==> src/rtl/hski2c_byte_engine.sv <==
// Byte-level I2C master: executes START/STOP/WRITE/READ one command at a time,
// driving open-drain SCL/SDA through output enables, with clock stretching and arbitration detection.
//
// state     | meaning
// ----------+-----------------------------------------------------------
// ST_IDLE   | cmd_ready high, waiting for a command
// ST_START  | four quarters of a (repeated) START condition
// ST_STOP   | four quarters of a STOP condition
// ST_SLOT   | nine bit slots of a WRITE or READ, four quarters each
// ST_FINISH | publish results, pulse done, return to IDLE
module hski2c_byte_engine #(
    parameter int CLKDIV = 24,
    parameter int CNT_W  = 8
) (
    input  logic       wb_clk_i,
    input  logic       wb_rst_i,
    input  logic       cmd_valid,
    output logic       cmd_ready,
    input  logic [1:0] cmd_op,
    input  logic [7:0] cmd_wdata,
    input  logic       cmd_ack,
    output logic       done,
    output logic [7:0] rdata,
    output logic       rx_nack,
    output logic       arb_lost,
    output logic       bus_busy,
    input  logic       scl_i,
    input  logic       sda_i,
    output logic       scl_oe,
    output logic       sda_oe
);

    typedef enum logic [2:0] {
        ST_IDLE,
        ST_START,
        ST_STOP,
        ST_SLOT,
        ST_FINISH
    } state_t;

    localparam logic [1:0] OP_START = 2'd0;
    localparam logic [1:0] OP_STOP  = 2'd1;
    localparam logic [1:0] OP_WRITE = 2'd2;
    localparam logic [1:0] OP_READ  = 2'd3;
    localparam logic [CNT_W-1:0] CNT_LOAD = CNT_W'(CLKDIV);

    logic [1:0] scl_sync;
    logic [1:0] sda_sync;
    logic       scl_s;
    logic       sda_s;

    state_t           state;
    logic [1:0]       quarter;
    logic [CNT_W-1:0] cnt;
    logic [3:0]       slot;
    logic [1:0]       op_q;
    logic [7:0]       wsh;
    logic [7:0]       rsh;
    logic             ack_q;
    logic             nack_q;
    logic             arb_q;

    // Idle bus reads high, so the synchronizers come out of reset released.
    always_ff @(posedge wb_clk_i or posedge wb_rst_i) begin
        if (wb_rst_i) begin
            scl_sync <= 2'b11;
            sda_sync <= 2'b11;
        end else begin
            scl_sync <= {scl_sync[0], scl_i};
            sda_sync <= {sda_sync[0], sda_i};
        end
    end

    assign scl_s = scl_sync[1];
    assign sda_s = sda_sync[1];

    always_ff @(posedge wb_clk_i or posedge wb_rst_i) begin
        if (wb_rst_i) begin
            state     <= ST_IDLE;
            quarter   <= 2'd0;
            cnt       <= '0;
            slot      <= 4'd0;
            op_q      <= OP_START;
            wsh       <= 8'h00;
            rsh       <= 8'h00;
            ack_q     <= 1'b0;
            nack_q    <= 1'b0;
            arb_q     <= 1'b0;
            cmd_ready <= 1'b1;
            done      <= 1'b0;
            rdata     <= 8'h00;
            rx_nack   <= 1'b0;
            arb_lost  <= 1'b0;
            bus_busy  <= 1'b0;
            scl_oe    <= 1'b0;
            sda_oe    <= 1'b0;
        end else begin
            done <= 1'b0;
            case (state)
                ST_IDLE: begin
                    if (cmd_valid) begin
                        cmd_ready <= 1'b0;
                        arb_lost  <= 1'b0;
                        arb_q     <= 1'b0;
                        op_q      <= cmd_op;
                        wsh       <= cmd_wdata;
                        ack_q     <= cmd_ack;
                        quarter   <= 2'd0;
                        cnt       <= CNT_LOAD;
                        slot      <= 4'd0;
                        case (cmd_op)
                            OP_START: begin
                                sda_oe <= 1'b0;
                                state  <= ST_START;
                            end
                            OP_STOP: begin
                                scl_oe <= 1'b1;
                                sda_oe <= 1'b1;
                                state  <= ST_STOP;
                            end
                            OP_WRITE: begin
                                scl_oe <= 1'b1;
                                sda_oe <= ~cmd_wdata[7];
                                state  <= ST_SLOT;
                            end
                            default: begin
                                scl_oe <= 1'b1;
                                sda_oe <= 1'b0;
                                state  <= ST_SLOT;
                            end
                        endcase
                    end
                end

                ST_START, ST_STOP, ST_SLOT: begin
                    if (cnt != '0) begin
                        cnt <= cnt - 1'b1;
                    end else if (scl_oe || scl_s) begin
                        // Quarter ends; with SCL released it also waits for the line to read high.
                        cnt     <= CNT_LOAD;
                        quarter <= quarter + 2'd1;
                        if (state == ST_START) begin
                            case (quarter)
                                2'd0:    scl_oe <= 1'b0;
                                2'd1:    sda_oe <= 1'b1;
                                2'd2:    scl_oe <= 1'b1;
                                default: state  <= ST_FINISH;
                            endcase
                        end else if (state == ST_STOP) begin
                            case (quarter)
                                2'd1:    scl_oe <= 1'b0;
                                2'd2:    sda_oe <= 1'b0;
                                2'd3:    state  <= ST_FINISH;
                                default: ;
                            endcase
                        end else begin
                            case (quarter)
                                2'd1: scl_oe <= 1'b0;
                                2'd2: begin
                                    if (op_q == OP_WRITE) begin
                                        if (slot == 4'd8)
                                            nack_q <= sda_s;
                                        else if (wsh[7] && !sda_s)
                                            arb_q <= 1'b1;
                                    end else if (slot != 4'd8) begin
                                        rsh <= {rsh[6:0], sda_s};
                                    end
                                end
                                2'd3: begin
                                    if (arb_q) begin
                                        scl_oe <= 1'b0;
                                        sda_oe <= 1'b0;
                                        state  <= ST_FINISH;
                                    end else if (slot == 4'd8) begin
                                        scl_oe <= 1'b1;
                                        state  <= ST_FINISH;
                                    end else begin
                                        slot   <= slot + 4'd1;
                                        scl_oe <= 1'b1;
                                        wsh    <= {wsh[6:0], 1'b0};
                                        if (slot == 4'd7)
                                            sda_oe <= (op_q == OP_READ) ? ~ack_q : 1'b0;
                                        else
                                            sda_oe <= (op_q == OP_WRITE) ? ~wsh[6] : 1'b0;
                                    end
                                end
                                default: ;
                            endcase
                        end
                    end
                end

                ST_FINISH: begin
                    done      <= 1'b1;
                    cmd_ready <= 1'b1;
                    arb_lost  <= arb_q;
                    state     <= ST_IDLE;
                    case (op_q)
                        OP_START: bus_busy <= 1'b1;
                        OP_STOP:  bus_busy <= 1'b0;
                        OP_WRITE: begin
                            if (arb_q)
                                bus_busy <= 1'b0;
                            else
                                rx_nack <= nack_q;
                        end
                        default:  rdata <= rsh;
                    endcase
                end

                default: state <= ST_IDLE;
            endcase
        end
    end

endmodule

==> config.mk <==
export PLATFORM = sky130hd
export DESIGN_NAME = hski2c_byte_engine
export DESIGN_NICKNAME = d
export VERILOG_FILES = /design/src/rtl/hski2c_byte_engine.sv
export SDC_FILE = /design/constraint.sdc
export NUM_CORES = 1
export LEC_CHECK = 0
export ABC_AREA = 1
export BUFFER_PORTS_ARGS = -buffer_cell sky130_fd_sc_hd__clkbuf_2
export CORE_MARGIN = 1.5
export CORE_UTILIZATION = 40
export CTS_BUF_LIST = sky130_fd_sc_hd__clkbuf_8
export CTS_CLUSTER_SIZE = 16
export DETAILED_ROUTE_END_ITERATION = 10
export GPL_TIMING_DRIVEN = 0
export PLACE_DENSITY = 0.65
export SKIP_LAST_GASP = 1
export SYNTH_ARGS = -nofsm -noshare
export SYNTH_HDL_FRONTEND = slang
export SYNTH_SLANG_ARGS = --single-unit
export TNS_END_PERCENT = 5
==> constraint.sdc <==
create_clock -name wb_clk_i -period 1.7 [get_ports wb_clk_i]
set_input_delay 0.17 -clock wb_clk_i [delete_from_list [all_inputs] [get_ports wb_clk_i]]
set_output_delay 0.17 -clock wb_clk_i [all_outputs]
set_load 0.005 [all_outputs]
==> summary.txt <==
Floorplanning
  • Die ar.: 8380 um^2
  • Chip height: between 90 and 100 um
  • Core area: 7650 um^2
  • Initial core utilization: 0.410
  • Chip Width: roughly 90 um
  • Rows: 32
  • Io pins: 31

Outcome
  • Run status: complete, no violations

Synth
  • Cells after Synth: around 390
  • Largest family of logic cells by synthesized area: simple AND/OR/NAND/NOR gates
  • XOR/XNOR share of the synthesized area: 0.00279
  • Share of synthesized cell area in and, or, nand and nor gates: 0.284
  • Avg Cell Area, Syn: roughly 8 um^2
  • Sequential fraction of the synthesis area: 0.457
  • Post-synthesis compound-gate area fraction: 0.104
  • Area share of fa/ha/maj cells after synthesis: 0.0598
  • Yosys warning total: 0
  • Register bit total from synthesis: 57
  • Cell Area, Synth: 3140 um^2
  • Cell variety after synth: 33
  • Post-Syn Nets: 419
  • Post-synthesis mux area share: 0.00718

Timing
  • Final setup viols: 0
  • Post-Route Skew: about 9.3 ps
  • Final hold vios: 0
  • Setup WS post-layout: ~47 ps
  • RSZ-0062 raised after global routing: yes
  • Pins over their slew limit: 0
  • Min Tclk post-route: roughly 1700 ps
  • Part of the cycle the worst path needs: 0.972
  • Worst-Margin Slew: between 400 and 500 ps
  • Rel. slew slack: 0.686
  • Setup TNS: 0 ps
  • FMAX: slightly above 0.6 GHz

Finish
  • Commonest non-fill, non-tap cell in the layout: nand2_1
  • P&R area growth vs syn: 22.6%
  • Most frequent cells in the layout: nand2_1, dfrtp_1, inv_1
  • Diodes inserted: 0
  • Fin util: 0.503
  • # fillers: just over 700
  • Layout cells sized above 1: 0.251
  • # nets final: 472

Critical path
  • Number of buffers and inverters on the critical path: 3
  • Crit path DAT: ~1900 ps
  • Crit-path max FO: 8
  • Max incr delay on CP: approximately 340 ps
  • Crit path top cell by count: nand2_2
  • Critical path class: flip-flop to flip-flop
  • Family with the most delay on the worst path: simple AND/OR/NAND/NOR gates
  • CP required: ~2000 ps
  • Slowest CP cell: dfrtp_1
  • Critical-path cell list: buf_6 -> inv_2 -> nor2_4 -> nand2_2 -> nor3_4 -> nand4_4 -> buf_12 -> nand2_2 -> o21ai_2
  • Crit end category: flip-flop
  • Startpoint class of the critical path: flip-flop

GRT
  • First-pass GRT wire length: between 10000 and 15000 um
  • GRT Total Usage: 0.178
  • Pin count of the biggest net entering global routing: 42
  • Vias in the first global route: 2470
  • Total gr overflow: 0
  • Antenna violations before repair: 0

Placement
  • DP HPWL: between 4000 and 5000 um
  • Port-buffer cells: 30
  • Routability cong.: 0.831
  • Place WS: -112 ps

Power and ir drop
  • Leakage power: 1.91 nW
  • Worst VDD drop: roughly 0.00060 V
  • Power density cells: 1640 nW/um^2

Clock network
  • Number of CTS-inserted buffers: 9
  • Clk buf depth: 2
  • Worst skew pair latency: between 300 and 400 ps
  • Clk sinks: 57
  • CTS tree: built
  • H-tree levels: 3
  • Reg clk slew, reported paths: ~70 ps
  • Root buffer cell: clkbuf_8

Route
  • Post-route DRC: 0
  • TritonRoute pass-1 iters: 4
  • Routed wire length: between 6000 and 7000 um
  • Vias/cell: approximately 4.8
  • Detailed Route Iter0 Violations: ~180
  • Post-route ant nets: 0
  • Wire length per cell: approximately 13 um
  • Via count of the routed design: approximately 2600

Min path
  • HP Class: input pin to flip-flop

Job
  • Max cap viols: 0
## worst paths after layout
path / from / end / slack (ps) / cells after the start
min in group asynchronous: wb_rst_i / state[0]$_DFFE_PP0P_ / 340 / 3
max in group asynchronous: wb_rst_i / scl_sync[0]$_DFF_PP1_ / 760 / 4
worst max register to register: state[1]$_DFFE_PP0P_ / rsh[1]$_DFFE_PP0P_ / 50 / 9
worst min register to register: scl_sync[0]$_DFF_PP1_ / scl_sync[1]$_DFF_PP1_ / 360 / 0
worst max-delay path: state[1]$_DFFE_PP0P_ / rsh[1]$_DFFE_PP0P_ / 50 / 9
worst min-delay path: cmd_ack / ack_q$_DFFE_PP0P_ / 60 / 2
## report_power, final
group	switching [mW]	internal (mW)	leakage, nW
logic	1.88	1.10	1.07
clock network	0.578	0.750	0.0990
registers	0.277	1.72	0.736
## metrics by stage
stage	hold slack [ps]	instances	total power, mW	instance area, um^2
2_1_floorplan	174	388	4.05	3140
3_3_place_gp	260	520	4.67	3410
3_5_place_dp	164	521	4.74	3430
4_1_cts	65.6	542	6.13	3700
5_1_grt	60.0	548	6.84	3850
6_report	64.1	548	6.31	3850
## flip-flops by register name, indices dropped and copies added (netlist names), 2 cells and up
signal,count
op_q,2
rsh,8
rdata,8
quarter,2
state,3
cnt,8
slot,4
scl_sync,2
sda_sync,2
wsh,8
## worst reg2reg max path: cells and delay by family (launching register included)
kind                   cells  cell delay, ps
AOI/OAI and AO/OA          1              40
buffers and inverters      3             420
DFF                        1             340
and+or+nand+nor            5             750
## area by class of cell
type / count / area [um^2] / area share
Sequential cell: 57 / 1430 / 0.373
Inverter: 50 / 190 / 0.0494
Buffer: 11 / 104 / 0.0270
Tap cell: 102 / 128 / 0.0332
Timing Repair Buffer: 42 / 282 / 0.0732
Multi-Input combinational cell: 270 / 1500 / 0.390
Clock inverter: 5 / 56.3 / 0.0146
Clock buffer: 11 / 151 / 0.0394
## layer usage
layer / routed length, um / GRT usage / vias to the layer above
met5: 0 / 0 / -
met4: 149 / 0.0885 / 0
met3: 222 / 0.0436 / 13
met2: 3240 / 0.266 / 43
met1: 3370 / 0.240 / 1223
li1: - / - / 1349
## what timing repair did
item / in CTS / in global routing
gates cloned: 0 / 1
setup buffers: 2 / 5
endpoints found under the setup margin: 24 / 34
gates resized for setup: 3 / 26
hold buffers: 3 / 0
pin swaps: 1 / 4
hold endpoints to repair: 17 / 0
## kinds of logic after synthesis
| kind of cell | after synthesis |
|---|---|
| AOI/OAI and AO/OA | 55 |
| xor gates and xnor gates | 1 |
| adders and majority gates | 15 |
| buffers and inverters | 61 |
| DFF | 57 |
| muxes | 2 |
| and+or+nand+nor | 197 |
## cell usage after synthesis
cell	instances	area share
nand2_1	109	0.13
dfrtp_1	52	0.41
inv_1	47	0.056
nand3_1	40	0.064
nor2_1	25	0.030
o21ai_0	23	0.037
ha_1	15	0.060
a21oi_1	11	0.018
o21ai_2	8	0.022
o21ai_1	7	0.011
dfstp_2	5	0.042
nand2_2	5	0.010
buf_2	4	0.0064
nand4_1	4	0.0080
nor2_4	4	0.014
buf_4	3	0.0072
buf_6	3	0.011
inv_2	3	0.0036
nor2_2	3	0.0060
mux2_2	2	0.0072
nand3b_1	2	0.0048
o22ai_1	2	0.0040
a31oi_1	1	0.0020
clkbuf_1	1	0.0012
nand4_2	1	0.0040
nor3_2	1	0.0032
nor3_4	1	0.0052
nor3b_1	1	0.0024
o21a_1	1	0.0024
o21ai_4	1	0.0052
o32ai_1	1	0.0028
or2_2	1	0.0020
xnor2_1	1	0.0028
(Power assumes the default switching activity.)
